==> config.mk <==
export PLATFORM = sky130hd
export DESIGN_NAME = irq_pending_flat
export DESIGN_NICKNAME = d
export VERILOG_FILES = /design/src/rtl/irq_pending_if.sv /design/src/rtl/irq_pending.sv /design/src/flat_wrapper.sv
export SDC_FILE = /design/constraint.sdc
export NUM_CORES = 1
export LEC_CHECK = 0
export ABC_AREA = 0
export CORE_MARGIN = 10
export CORE_UTILIZATION = 45
export DETAILED_ROUTE_END_ITERATION = 10
export PLACE_DENSITY_LB_ADDON = 0.2
export SETUP_SLACK_MARGIN = 0.1
export SKIP_CTS_REPAIR_TIMING = 1
export SYNTH_ARGS = -nofsm -noshare
export SYNTH_HDL_FRONTEND = slang
export SYNTH_SLANG_ARGS = --single-unit
==> constraint.sdc <==
create_clock -name CLK -period 4.6 [get_ports CLK]
set_input_delay 1.38 -clock CLK [delete_from_list [all_inputs] [get_ports CLK]]
set_output_delay 1.38 -clock CLK [all_outputs]
set_load 0.01 [all_outputs]
==> src/rtl/irq_pending_if.sv <==
// Bus between the CPU-side register/acknowledge logic and the irq_pending unit.
// master = CPU / interrupt controller side, slave = irq_pending.
interface irq_pending_if #(
    parameter int NSRC = 8
);
    logic [NSRC-1:0] irq_in;
    logic            mask_wr;
    logic [NSRC-1:0] mask_data;
    logic            mode_wr;
    logic [NSRC-1:0] mode_data;
    logic            ack;
    logic            eoi;
    logic [NSRC-1:0] interrupts;
    logic [NSRC-1:0] pending;
    logic [NSRC-1:0] in_service;

    modport master (
        output irq_in, mask_wr, mask_data, mode_wr, mode_data, ack, eoi,
        input  interrupts, pending, in_service
    );

    modport slave (
        input  irq_in, mask_wr, mask_data, mode_wr, mode_data, ack, eoi,
        output interrupts, pending, in_service
    );
endinterface

==> src/rtl/irq_pending.sv <==
// Interrupt request unit: samples raw lines, applies mask and edge/level mode, tracks in-service for nesting.
// Define IRQ_SYNC_EN to put an extra synchronizer flop in front of the sampling register.
module irq_pending #(
    parameter int NSRC = 8
) (
    input  logic          CLK,
    input  logic          RSTn,
    irq_pending_if.slave  bus
);

    logic [NSRC-1:0] smp_q, smp_d;
    logic [NSRC-1:0] prev_q, prev_d;
    logic [NSRC-1:0] mask_q, mask_d;
    logic [NSRC-1:0] mode_q, mode_d;
    logic [NSRC-1:0] pending_q, pending_d;
    logic [NSRC-1:0] in_service_q, in_service_d;
    logic [NSRC-1:0] interrupts_q, interrupts_d;

    logic [NSRC-1:0] rise;
    logic [NSRC-1:0] isr_low;
    logic [NSRC-1:0] below;
    logic [NSRC-1:0] tgt;
    logic [NSRC-1:0] ack_oh;
    logic [NSRC-1:0] eoi_oh;

`ifdef IRQ_SYNC_EN
    logic [NSRC-1:0] sync_q, sync_d;
`endif

    always_comb begin
`ifdef IRQ_SYNC_EN
        sync_d = bus.irq_in;
        smp_d  = sync_q;
`else
        smp_d  = bus.irq_in;
`endif
        prev_d = smp_q;
        rise   = smp_q & ~prev_q;

        mask_d = bus.mask_wr ? bus.mask_data : mask_q;
        mode_d = bus.mode_wr ? bus.mode_data : mode_q;

        // Lowest set bit of in_service; subtracting one leaves only strictly
        // higher-priority bits, and wraps to all-ones when nothing is in service.
        isr_low = in_service_q & (~in_service_q + NSRC'(1));
        below   = isr_low - NSRC'(1);

        tgt    = interrupts_q & (~interrupts_q + NSRC'(1));
        ack_oh = bus.ack ? tgt : '0;
        eoi_oh = bus.eoi ? isr_low : '0;

        // Edge lines: set beats ack-clear. Level lines simply follow the sample.
        pending_d    = (mode_q & ((pending_q & ~ack_oh) | rise)) | (~mode_q & smp_q);
        in_service_d = (in_service_q & ~eoi_oh) | ack_oh;
        interrupts_d = pending_q & mask_q & below;
    end

    always_ff @(posedge CLK or negedge RSTn) begin
        if (!RSTn) begin
`ifdef IRQ_SYNC_EN
            sync_q       <= '0;
`endif
            smp_q        <= '0;
            prev_q       <= '0;
            mask_q       <= '0;
            mode_q       <= '1;
            pending_q    <= '0;
            in_service_q <= '0;
            interrupts_q <= '0;
        end else begin
`ifdef IRQ_SYNC_EN
            sync_q       <= sync_d;
`endif
            smp_q        <= smp_d;
            prev_q       <= prev_d;
            mask_q       <= mask_d;
            mode_q       <= mode_d;
            pending_q    <= pending_d;
            in_service_q <= in_service_d;
            interrupts_q <= interrupts_d;
        end
    end

    assign bus.interrupts = interrupts_q;
    assign bus.pending    = pending_q;
    assign bus.in_service = in_service_q;

endmodule

==> src/flat_wrapper.sv <==
// flat-port wrapper written by rule: the top's interface ports become plain ports
module irq_pending_flat 
#(
    parameter int NSRC = 8
)
  (CLK, RSTn, bus_irq_in, bus_mask_wr, bus_mask_data, bus_mode_wr, bus_mode_data, bus_ack, bus_eoi, bus_interrupts, bus_pending, bus_in_service);
  irq_pending_if #(.NSRC(NSRC)) bus_i ();
  input  logic CLK;
  input  logic RSTn;
  input wire logic [$bits(bus_i.irq_in)-1:0] bus_irq_in;
  input wire logic [$bits(bus_i.mask_wr)-1:0] bus_mask_wr;
  input wire logic [$bits(bus_i.mask_data)-1:0] bus_mask_data;
  input wire logic [$bits(bus_i.mode_wr)-1:0] bus_mode_wr;
  input wire logic [$bits(bus_i.mode_data)-1:0] bus_mode_data;
  input wire logic [$bits(bus_i.ack)-1:0] bus_ack;
  input wire logic [$bits(bus_i.eoi)-1:0] bus_eoi;
  output wire logic [$bits(bus_i.interrupts)-1:0] bus_interrupts;
  output wire logic [$bits(bus_i.pending)-1:0] bus_pending;
  output wire logic [$bits(bus_i.in_service)-1:0] bus_in_service;
  assign bus_i.irq_in = bus_irq_in;
  assign bus_i.mask_wr = bus_mask_wr;
  assign bus_i.mask_data = bus_mask_data;
  assign bus_i.mode_wr = bus_mode_wr;
  assign bus_i.mode_data = bus_mode_data;
  assign bus_i.ack = bus_ack;
  assign bus_i.eoi = bus_eoi;
  assign bus_interrupts = bus_i.interrupts;
  assign bus_pending = bus_i.pending;
  assign bus_in_service = bus_i.in_service;
  irq_pending #(.NSRC(NSRC)) u_core (.CLK(CLK), .RSTn(RSTn), .bus(bus_i));
endmodule
* Word-level counts from Yosys, hierarchy flattened
Cells that the tools add are included.
Storage, ports and cells: bits of input ports 30, output and inout bits 24, logic and storage cells 30, register bits after elaboration 56
Operators by class: muxes and demuxes 2, bitwise operators 18, $add $sub $neg 3
Operators with widths (count):
- 8-bit AND | 9
- 8-bit inverter | 6
- 8-bit bitwise OR | 3
- 8-bit by 1-bit adder with 8-bit output, second input constant | 2
- 8-bit 2-to-1 mux | 2
- 8-bit by 1-bit subtractor with 8-bit output, second input constant | 1

* Depth between registers and ports, before layout
Gate-level depths: netlist of the first run.
depth after elaboration 9, mapped depth 4, mapped depth without buffers 3

* Least setup slack after synthesis of the first run
Ideal clock, no wire load.
path type in2reg, start input port bus_ack, end register u_core.pending_q[7] (netlist: u_core.bus.pending[7]), path slack 2.415 ns, path buffers 0, cell stages on the path 3, arrival time 2.064 ns, setup time 0.122 ns, data required time 4.478 ns, path through nor4b_4 -> nand4b_1 -> a32o_1
On the way: word-level cells in the longest chain between the ends 6
Ends and longest elaborated chain:
- from (decl) | line flat_wrapper.sv:15 | input wire logic [$bits(bus_i.ack)-1:0] bus_ack;
- 8-bit 2-to-1 mux | line irq_pending.sv:49 | ack_oh = bus.ack ? tgt : '0;
- 8-bit inverter | line irq_pending.sv:53 | pending_d = (mode_q & ((pending_q & ~ack_oh) | rise)) | (~mode_q & smp_q);
- 8-bit AND | line irq_pending.sv:53
- 8-bit bitwise OR | line irq_pending.sv:53
- 8-bit AND | line irq_pending.sv:53
- 8-bit bitwise OR | line irq_pending.sv:53
- named net u_core.pending_d[7] | line irq_pending.sv:15 | logic [NSRC-1:0] pending_q, pending_d;
- to (signal assigned) | line irq_pending.sv:78 | pending_q <= pending_d;
- to (decl) | line irq_pending.sv:15
The timed path passes the listed nets, and every way through them passes these cells. A chain may end at the register's enable or synchronous reset.

* Final worst setup path of the first run
start register u_core.in_service_q[3] (netlist: u_core.bus.in_service[3]), end output port bus_in_service[3]
RTL lines:
- from (decl) | line irq_pending.sv:16 | logic [NSRC-1:0] in_service_q, in_service_d;
- from (signal assigned) | line irq_pending.sv:79 | in_service_q <= in_service_d;
- to (decl) | line flat_wrapper.sv:19 | output wire logic [$bits(bus_i.in_service)-1:0] bus_in_service;
No word-level cell between the ends.

==> reports/qor.yml, run 1 <==
max_clock_freq_mhz: 354
nets: 222
layout-drive-gt1-share: 0.202
numCtsBuffers: 5
via_count: 1329
ios: 54
overflow: 0
clock_latency_ns: 0.31
gp_congestion: 0.755
initial_utilization: 0.463
layout_common_cells: "52 x clkdlybuf4s50_1, 48 x dfrtp_1, 19 x nand2_1"
cellPowerDensity_nw_per_um2: 450
clock_sinks: 56
critPathArrivalTime_ns: 1.45
swShare: 0.287
grt_pass1_vias: 1521
path_class: "flip-flop to output pin"
path_clk_slew_ns: 0.09
ant_nets: 0
crit_buf_inv: 1
drtIter0Drc: 47
drtPass1Iterations: 4
grt_pass1_wl_um: 7360
area_growth_pct: 33.5
tns_ns: 0
antenna_found_initial: 0
track_usage: 0.127
cts_root_buffer: "clkbuf_8"
crit_path_max_fanout: 7
period_share: 0.614
pwr-share-comb: 0.240
rsz0062_at_grt: "no"
power_frac_seq: 0.531
period_minus_slack_ns: 2.83
die_h_um: 87.0
cts_buffer_depth: 2
crit_family: "buffers and inverters"
num_rows: 24
ys_ff_latch: 56
power.share.clock: 0.229
cts_tree: "done"
die_x_um: 87.0
netlist_area_um2: 2020
yosysWarningCount: 0
syn_area_per_cell_um2: 15.1
worst_slew_pin_slew_ns: 0.945
grt_max_degree: 45
cp.required_ns: 3.22
core_area_um2: 4350
synthCells: 134
fillers: 346
intPower_mw: 0.863
crit_chain: "clkdlybuf4s50_1"
seq_area_frac_synth: 0.700
final_util: 0.618
drv_cap: 0
wirelength_um: 4600
status: "finished clean"
yosysUniqueCellTypes: 27
wl_per_cell_um: 18.8
ir_drop_mv: 0.247
switching_power_mw: 0.348
total_leakage_power_nw: 1.17
synthesis.nets: 164
endpoint_kind: "output pin"
hold_violations: 0
final_common_cell: "clkdlybuf4s50_1"
die-area_um2: 7560
dpl.hpwl_um: 3500
port_buffers: 53
start_kind: "flip-flop"
avgViaCountPerCell: 5.42
antenna_cells: 0
finalClockSkew_ns: 0.00583
slew_violations: 0
drc: 0
relSlewSlack: 0.370
setup_viol: 0
htreeDepth: 2
hold_path_class: "flip-flop to flip-flop"
slowest_stage: "clkdlybuf4s50_1"
crit_path_max_incr_delay_ns: 0.60
==> flip-flops by register name (all words and copies together) (netlist names) <==
register               count
u_core.mode_q              8
u_core.prev_d              8
u_core.prev_q              8
u_core.mask_q              8
u_core.bus.in_service      8
u_core.bus.interrupts      8
u_core.bus.pending         8
==> cells by family (layout without fill, tap and decap cells) <==
logic type      count (synthesis)  in the layout  share of synthesized area
flops                          56             56                      0.700
simple gates                   41             41                      0.125
compound gates                 16             16                     0.0726
mux                            16             16                     0.0893
buf+inv                         5             64                     0.0130
==> per-layer routing <==
| layer | share of wire | global-route usage |
|---|---|---|
| met1 | 0.39 | 0.139 |
| met2 | 0.50 | 0.211 |
| met3 | 0.092 | 0.0562 |
| met4 | 0.020 | 0.0530 |
| met5 | 0 | 0 |
==> power groups by stage <==
stage | registers, mW | clock network (mW) | logic [mW]
global route | 0.654 | 0.306 | 0.317
detailed placement | 0.652 | 0 | 0.295
finish | 0.643 | 0.277 | 0.291
floorplan | 0.656 | 0 | 0.123
global placement | 0.646 | 0 | 0.290
CTS | 0.643 | 0.288 | 0.296
==> through the flow <==
stage                     area (µm²)  hold WS [ns]  std cells  total power [mW]  setup slack (ns)
after global routing            2690         0.397        245              1.28              1.71
after CTS                       2690         0.386        245              1.23              1.75
final                           2690         0.386        245              1.21              1.77
after global placement          2600         0.360        237             0.936              1.71
after detailed placement        2600         0.363        237             0.947              1.68
after floorplan                 2020         0.354        134             0.779              2.41
==> Yosys cell counts, drive strengths merged <==
cell | instances | area [µm²]
nor4b | 1 | 23.8
a22o | 1 | 8.76
nor4 | 2 | 27.5
o31ai | 1 | 7.51
or4 | 1 | 11.3
nand2b | 1 | 6.26
o41ai | 2 | 25.0
clkbuf | 2 | 7.51
buf | 1 | 11.3
nand3b | 2 | 15.0
dfstp | 8 | 210
nand3 | 2 | 10.0
a21bo | 1 | 10.0
nand4b | 1 | 8.76
and4b | 2 | 20.0
inv | 2 | 7.51
nor3 | 3 | 15.0
mux2 | 16 | 180
and3 | 4 | 25.0
nand2 | 19 | 71.3
nor2 | 2 | 7.51
a32o | 8 | 80.1
o21ai | 3 | 15.0
nand4bb | 1 | 11.3
dfrtp | 48 | 1200
==> cell type report <==
class                   instances  area [µm²]  share of cell area
flip-flops and latches         56        1410               0.524
multi-input cells              73         579               0.215
repair buffers                 54         533               0.198
clock buffers                   6        82.6              0.0307
well taps                      52        65.1              0.0242
clock inverters                 2        13.8             0.00511
inverters                       2        7.51             0.00279
==> path summary, 6_finish.rpt <==
kind | startpoint | end | slack, ns | depth (start not counted)
min reg2reg | u_core.prev_d[6] | u_core.prev_q[6] | 0.39 | 0
max in group asynchronous | RSTn | u_core.mode_q[6] | 2.60 | 2
min | u_core.prev_d[6] | u_core.prev_q[6] | 0.39 | 0
min in group asynchronous | RSTn | u_core.bus.in_service[2] | 1.21 | 1
max reg2reg | u_core.bus.in_service[2] | u_core.bus.in_service[7] | 3.04 | 3
max | u_core.bus.in_service[3] | bus_in_service[3] | 1.77 | 1
(Power assumes the default switching activity.)
==> inputs of run 2 (changes only) <==
--- a/config.mk
+++ b/config.mk
@@ -7,7 +7,7 @@
 export LEC_CHECK = 0
 export ABC_AREA = 0
 export CORE_MARGIN = 10
-export CORE_UTILIZATION = 45
+export CORE_UTILIZATION = 43
 export DETAILED_ROUTE_END_ITERATION = 10
 export PLACE_DENSITY_LB_ADDON = 0.2
 export SETUP_SLACK_MARGIN = 0.1
==> constraint.sdc (replaced) <==
create_clock -name CLK -period 2.5 [get_ports CLK]
set_input_delay 0.75 -clock CLK [delete_from_list [all_inputs] [get_ports CLK]]
set_output_delay 0.75 -clock CLK [all_outputs]
set_load 0.01 [all_outputs]
==> run 2 against run 1 <==
Clock power up 83%. Cell count rose by 0.41%. Die area up 3.6%. Largest power group unchanged. Critical path depth unchanged. Global-route usage shrank 0.33 points. Register-to-register slack worse by 2.1 ns. Hold slack worse by 0.0059 ns. Routed wire length increased by 1.5%. Sequential cell count stayed put. Highest routed layer unchanged. Critical path type unchanged.
==> reports/qor.yml, run 2 (synthesis results as in run 1) <==
cp.required_ns: 1.75
port_buffers: 53
die_h_um: 88.5
clock_latency_ns: 0.30
core_area_um2: 4440
ir_drop_mv: 0.411
layout-drive-gt1-share: 0.206
crit_family: "buffers and inverters"
period_minus_slack_ns: 2.16
multi_input_area_um2: 579
avgViaCountPerCell: 5.41
power.share.clock: 0.228
relSlewSlack: 0.611
cp.depth: 1
grt_pass1_wl_um: 7360
area_growth_pct: 34.2
slew_violations: 0
setup_viol: 0
hold_violations: 0
cts_root_buffer: "clkbuf_8"
swShare: 0.277
gp_congestion: 0.793
period_share: 0.866
hold_path_class: "flip-flop to flip-flop"
crit_buf_inv: 1
switching_power_mw: 0.619
ff2ff_path_depth: 3
endpoint_kind: "output pin"
via_count: 1332
drv_cap: 0
rsz0062_at_grt: "no"
crit_path_max_fanout: 6
worst_slew_pin_slew_ns: 0.583
max_clock_freq_mhz: 462
path_clk_slew_ns: 0.09
die_x_um: 88.5
wl_per_cell_um: 19.0
layout_common_cells: "52 x clkdlybuf4s50_1, 48 x dfrtp_1, 19 x nand2_1"
cellPowerDensity_nw_per_um2: 825
fillers: 346
critPathArrivalTime_ns: 1.41
track_usage: 0.124
ios: 54
grt_pass1_vias: 1404
hold_depth: 0
intPower_mw: 1.62
nets: 224
tns_ns: 0
status: "finished clean"
cts_tree: "done"
htreeDepth: 2
fin_area_um2: 2710
die-area_um2: 7830
drtPass1Iterations: 5
power_frac_seq: 0.525
finalClockSkew_ns: 0.00733
cts_buffer_depth: 2
post_dp_cell_area_um2: 2610
numCtsBuffers: 5
total_leakage_power_nw: 1.18
wirelength_um: 4670
dpl.hpwl_um: 3670
start_kind: "flip-flop"
crit_chain: "clkdlybuf4s50_1"
num_rows: 24
ant_nets: 0
clock_sinks: 56
drtIter0Drc: 42
antenna_found_initial: 0
regArea_um2: 1410
antenna_cells: 0
initial_utilization: 0.454
path_class: "flip-flop to output pin"
grt_max_degree: 29
slowest_stage: "clkdlybuf4s50_1"
final_common_cell: "clkdlybuf4s50_1"
crit_path_max_incr_delay_ns: 0.60
drc: 0
overflow: 0
pwr-share-comb: 0.247
run 2: cell types whose count changed in the layout (fill, tap and decap cells not counted), sizes merged:
cell | previous run | this run
clkbuf | 6 | 7
clkinv | 1 | 0
buf | 2 | 4
inv | 3 | 2
run 2: metrics by stage:
stage                     worst slack (ns)  hold WS [ns]  std cells  utilization  power, mW
after floorplan                      0.945         0.354        134            -       1.43
after global placement               0.220         0.360        239        0.588       1.73
after detailed placement             0.185         0.365        239        0.588       1.75
after CTS                            0.334         0.385        246        0.609       2.26
after global routing                 0.294         0.393        246        0.609       2.36
final                                0.336         0.380        246        0.609       2.23
run 2: final cells by class:
class	instances	share of cell area
well taps	52	0.0240
clock buffers	7	0.0356
multi-input cells	73	0.214
inverters	2	0.00277
flip-flops and latches	56	0.521
repair buffers	56	0.202
run 2: final timing paths:
| kind | end | slack, ns | from |
|---|---|---|---|
| min in group asynchronous | u_core.mask_q[5] | 0.44 | RSTn |
| max in group asynchronous | u_core.mode_q[6] | 1.36 | RSTn |
| setup reg to reg | u_core.bus.pending[6] | 0.97 | u_core.bus.interrupts[1] |
| hold reg to reg | u_core.prev_q[1] | 0.38 | u_core.prev_d[1] |
| hold / removal | u_core.prev_q[1] | 0.38 | u_core.prev_d[1] |
| setup / recovery | bus_in_service[5] | 0.34 | u_core.bus.in_service[5] |
run 2: routing by layer:
metal | wire length [µm] | GRT usage
met1 | 1820 | 0.143
met3 | 438 | 0.0561
met5 | 0 | 0
met4 | 47 | 0.0308
met2 | 2360 | 0.206
run 2: power by group through the flow:
stage,clock (mW),sequential [mW],combinational (mW)
5_1_grt,0.562,1.19,0.602
6_report,0.508,1.17,0.552
2_1_floorplan,0,1.21,0.227
3_5_place_dp,0,1.19,0.561
4_1_cts,0.521,1.17,0.563
3_3_place_gp,0,1.18,0.550
==> inputs of run 3 (changes only) <==
--- a/config.mk
+++ b/config.mk
@@ -7,7 +7,8 @@
 export LEC_CHECK = 0
 export ABC_AREA = 0
 export CORE_MARGIN = 10
-export CORE_UTILIZATION = 43
+export CORE_UTILIZATION = 45
+export CTS_CLUSTER_DIAMETER = 150
 export DETAILED_ROUTE_END_ITERATION = 10
 export PLACE_DENSITY_LB_ADDON = 0.2
 export SETUP_SLACK_MARGIN = 0.1
==> constraint.sdc (replaced) <==
create_clock -name CLK -period 2.2 [get_ports CLK]
set_input_delay 0.66 -clock CLK [delete_from_list [all_inputs] [get_ports CLK]]
set_output_delay 0.66 -clock CLK [all_outputs]
set_load 0.01 [all_outputs]
==> run 3 against run 2 <==
Critical path depth stayed put. Cell area is 0.74% higher. Critical endpoint is now bus_interrupts[0]. Cell count is 2.0% higher. Clock power is 0.8% higher. Sequential share of layout area is 0.34 points lower. Clock-buffer cell count is 1 lower. Clock skew hardly changed. Routed wire length is 1.2% higher. Combinational power is 17% higher. First-iteration DRC count grew to 3.1 times the previous value. Non-clock buffer count is 5 higher. Sequential cell count stayed put.
==> reports/qor.yml, run 3 (synthesis results as in run 1) <==
antenna_cells: 0
fillers: 334
die_x_um: 87.0
initial_utilization: 0.463
period_share: 0.912
crit_path_max_fanout: 5
multi_input_area_um2: 579
clock_sinks: 56
layout-drive-gt1-share: 0.226
drtPass1Iterations: 4
start_kind: "flip-flop"
cellPowerDensity_nw_per_um2: 914
cp.required_ns: 1.54
crit_start: "u_core.bus.interrupts[0]"
worst_slew_pin_slew_ns: 0.466
period_minus_slack_ns: 2.01
die_h_um: 87.0
crit_path_max_incr_delay_ns: 0.58
final_common_cell: "clkdlybuf4s50_1"
layout_common_cells: "52 x clkdlybuf4s50_1, 47 x dfrtp_1, 19 x nand2_1"
ios: 54
tns_ns: 0
setup_viol: 0
wirelength_um: 4720
port_buffers: 53
regArea_um2: 1410
cts_buffer_depth: 2
dpl.hpwl_um: 3650
overflow: 0
drv_cap: 0
relSlewSlack: 0.690
cp.depth: 1
ant_nets: 0
hold_path_class: "input port to async pin"
wl_per_cell_um: 18.8
grt_max_degree: 23
dp_cells: 244
cts_tree: "done"
crit_buf_inv: 1
grt_pass1_wl_um: 7620
antenna_found_initial: 0
path_clk_slew_ns: 0.09
crit_chain: "clkdlybuf4s50_1"
power_mw: 2.49
finalClockSkew_ns: 0.00701
cts_root_buffer: "clkbuf_8"
ir_drop_mv: 0.520
endpoint_kind: "output pin"
stdcell_count: 251
area_growth_pct: 35.2
htreeDepth: 2
nets: 229
critPathArrivalTime_ns: 1.35
reg2reg_from: "u_core.bus.in_service[4]"
die-area_um2: 7560
slowest_stage: "clkdlybuf4s50_1"
track_usage: 0.131
gp_congestion: 0.805
total_leakage_power_nw: 1.19
slew_violations: 0
reg2reg_to: "u_core.bus.in_service[7]"
max_clock_freq_mhz: 498
drc: 0
rrSetupSlack_ns: 0.62
path_class: "flip-flop to output pin"
rsz0062_at_grt: "no"
clock_latency_ns: 0.30
core_area_um2: 4350
avgViaCountPerCell: 5.35
critPathCapture: "bus_interrupts[0]"
hold_slack_ns: 0.292
drtIter0Drc: 129
crit_family: "buffers and inverters"
hold_violations: 0
grt_pass1_vias: 1519
ff2ff_path_depth: 3
status: "finished clean"
numCtsBuffers: 5
via_count: 1342
num_rows: 24
run 3: cell types whose count changed in the layout (fill, tap and decap cells not counted), sizes merged:
cell,before,now
clkbuf,7,6
clkinv,0,1
buf,4,9
run 3: per-stage QoR:
step	worst slack, ns	instance area [µm²]	utilization
2_1_floorplan	0.667	2020	-
3_3_place_gp	0.0931	2650	0.608
3_5_place_dp	0.0536	2650	0.608
4_1_cts	0.116	2730	0.626
5_1_grt	0.118	2730	0.626
6_report	0.193	2730	0.626
run 3: layer usage:
metal / vias to the layer above / global-route usage / part of all wire
li1: 618 / - / -
met1: 680 / 0.144 / 0.40
met2: 39 / 0.216 / 0.50
met3: 5 / 0.0637 / 0.088
met4: 0 / 0.0442 / 0.014
met5: - / 0 / 0
run 3: worst min-delay path by stage:
stage	from	to	slack (ns)	depth (start not counted)
floorplan	u_core.prev_d[0]	u_core.prev_q[0]	0.35	0
global placement	u_core.prev_d[2]	u_core.prev_q[2]	0.36	0
detailed placement	u_core.prev_d[2]	u_core.prev_q[2]	0.37	0
CTS	RSTn	u_core.prev_q[5]	0.30	1
global route	RSTn	u_core.mask_q[5]	0.32	1
finish	RSTn	u_core.prev_q[5]	0.29	1
run 3: cell type report:
type	instances	share of cell area
sequential	56	0.518
timing repair buffer	61	0.215
multi-input combinational	73	0.212
clock buffer	6	0.0266
tap	52	0.0239
inverter	2	0.00275
clock inverter	1	0.00183
run 3: power breakdown:
group / total (mW) / internal, mW / switching (mW)
Clock: 0.512 / 0.217 / 0.295
Sequential: 1.33 / 1.19 / 0.148
Combinational: 0.646 / 0.379 / 0.267
Total: 2.49 / 1.78 / 0.711
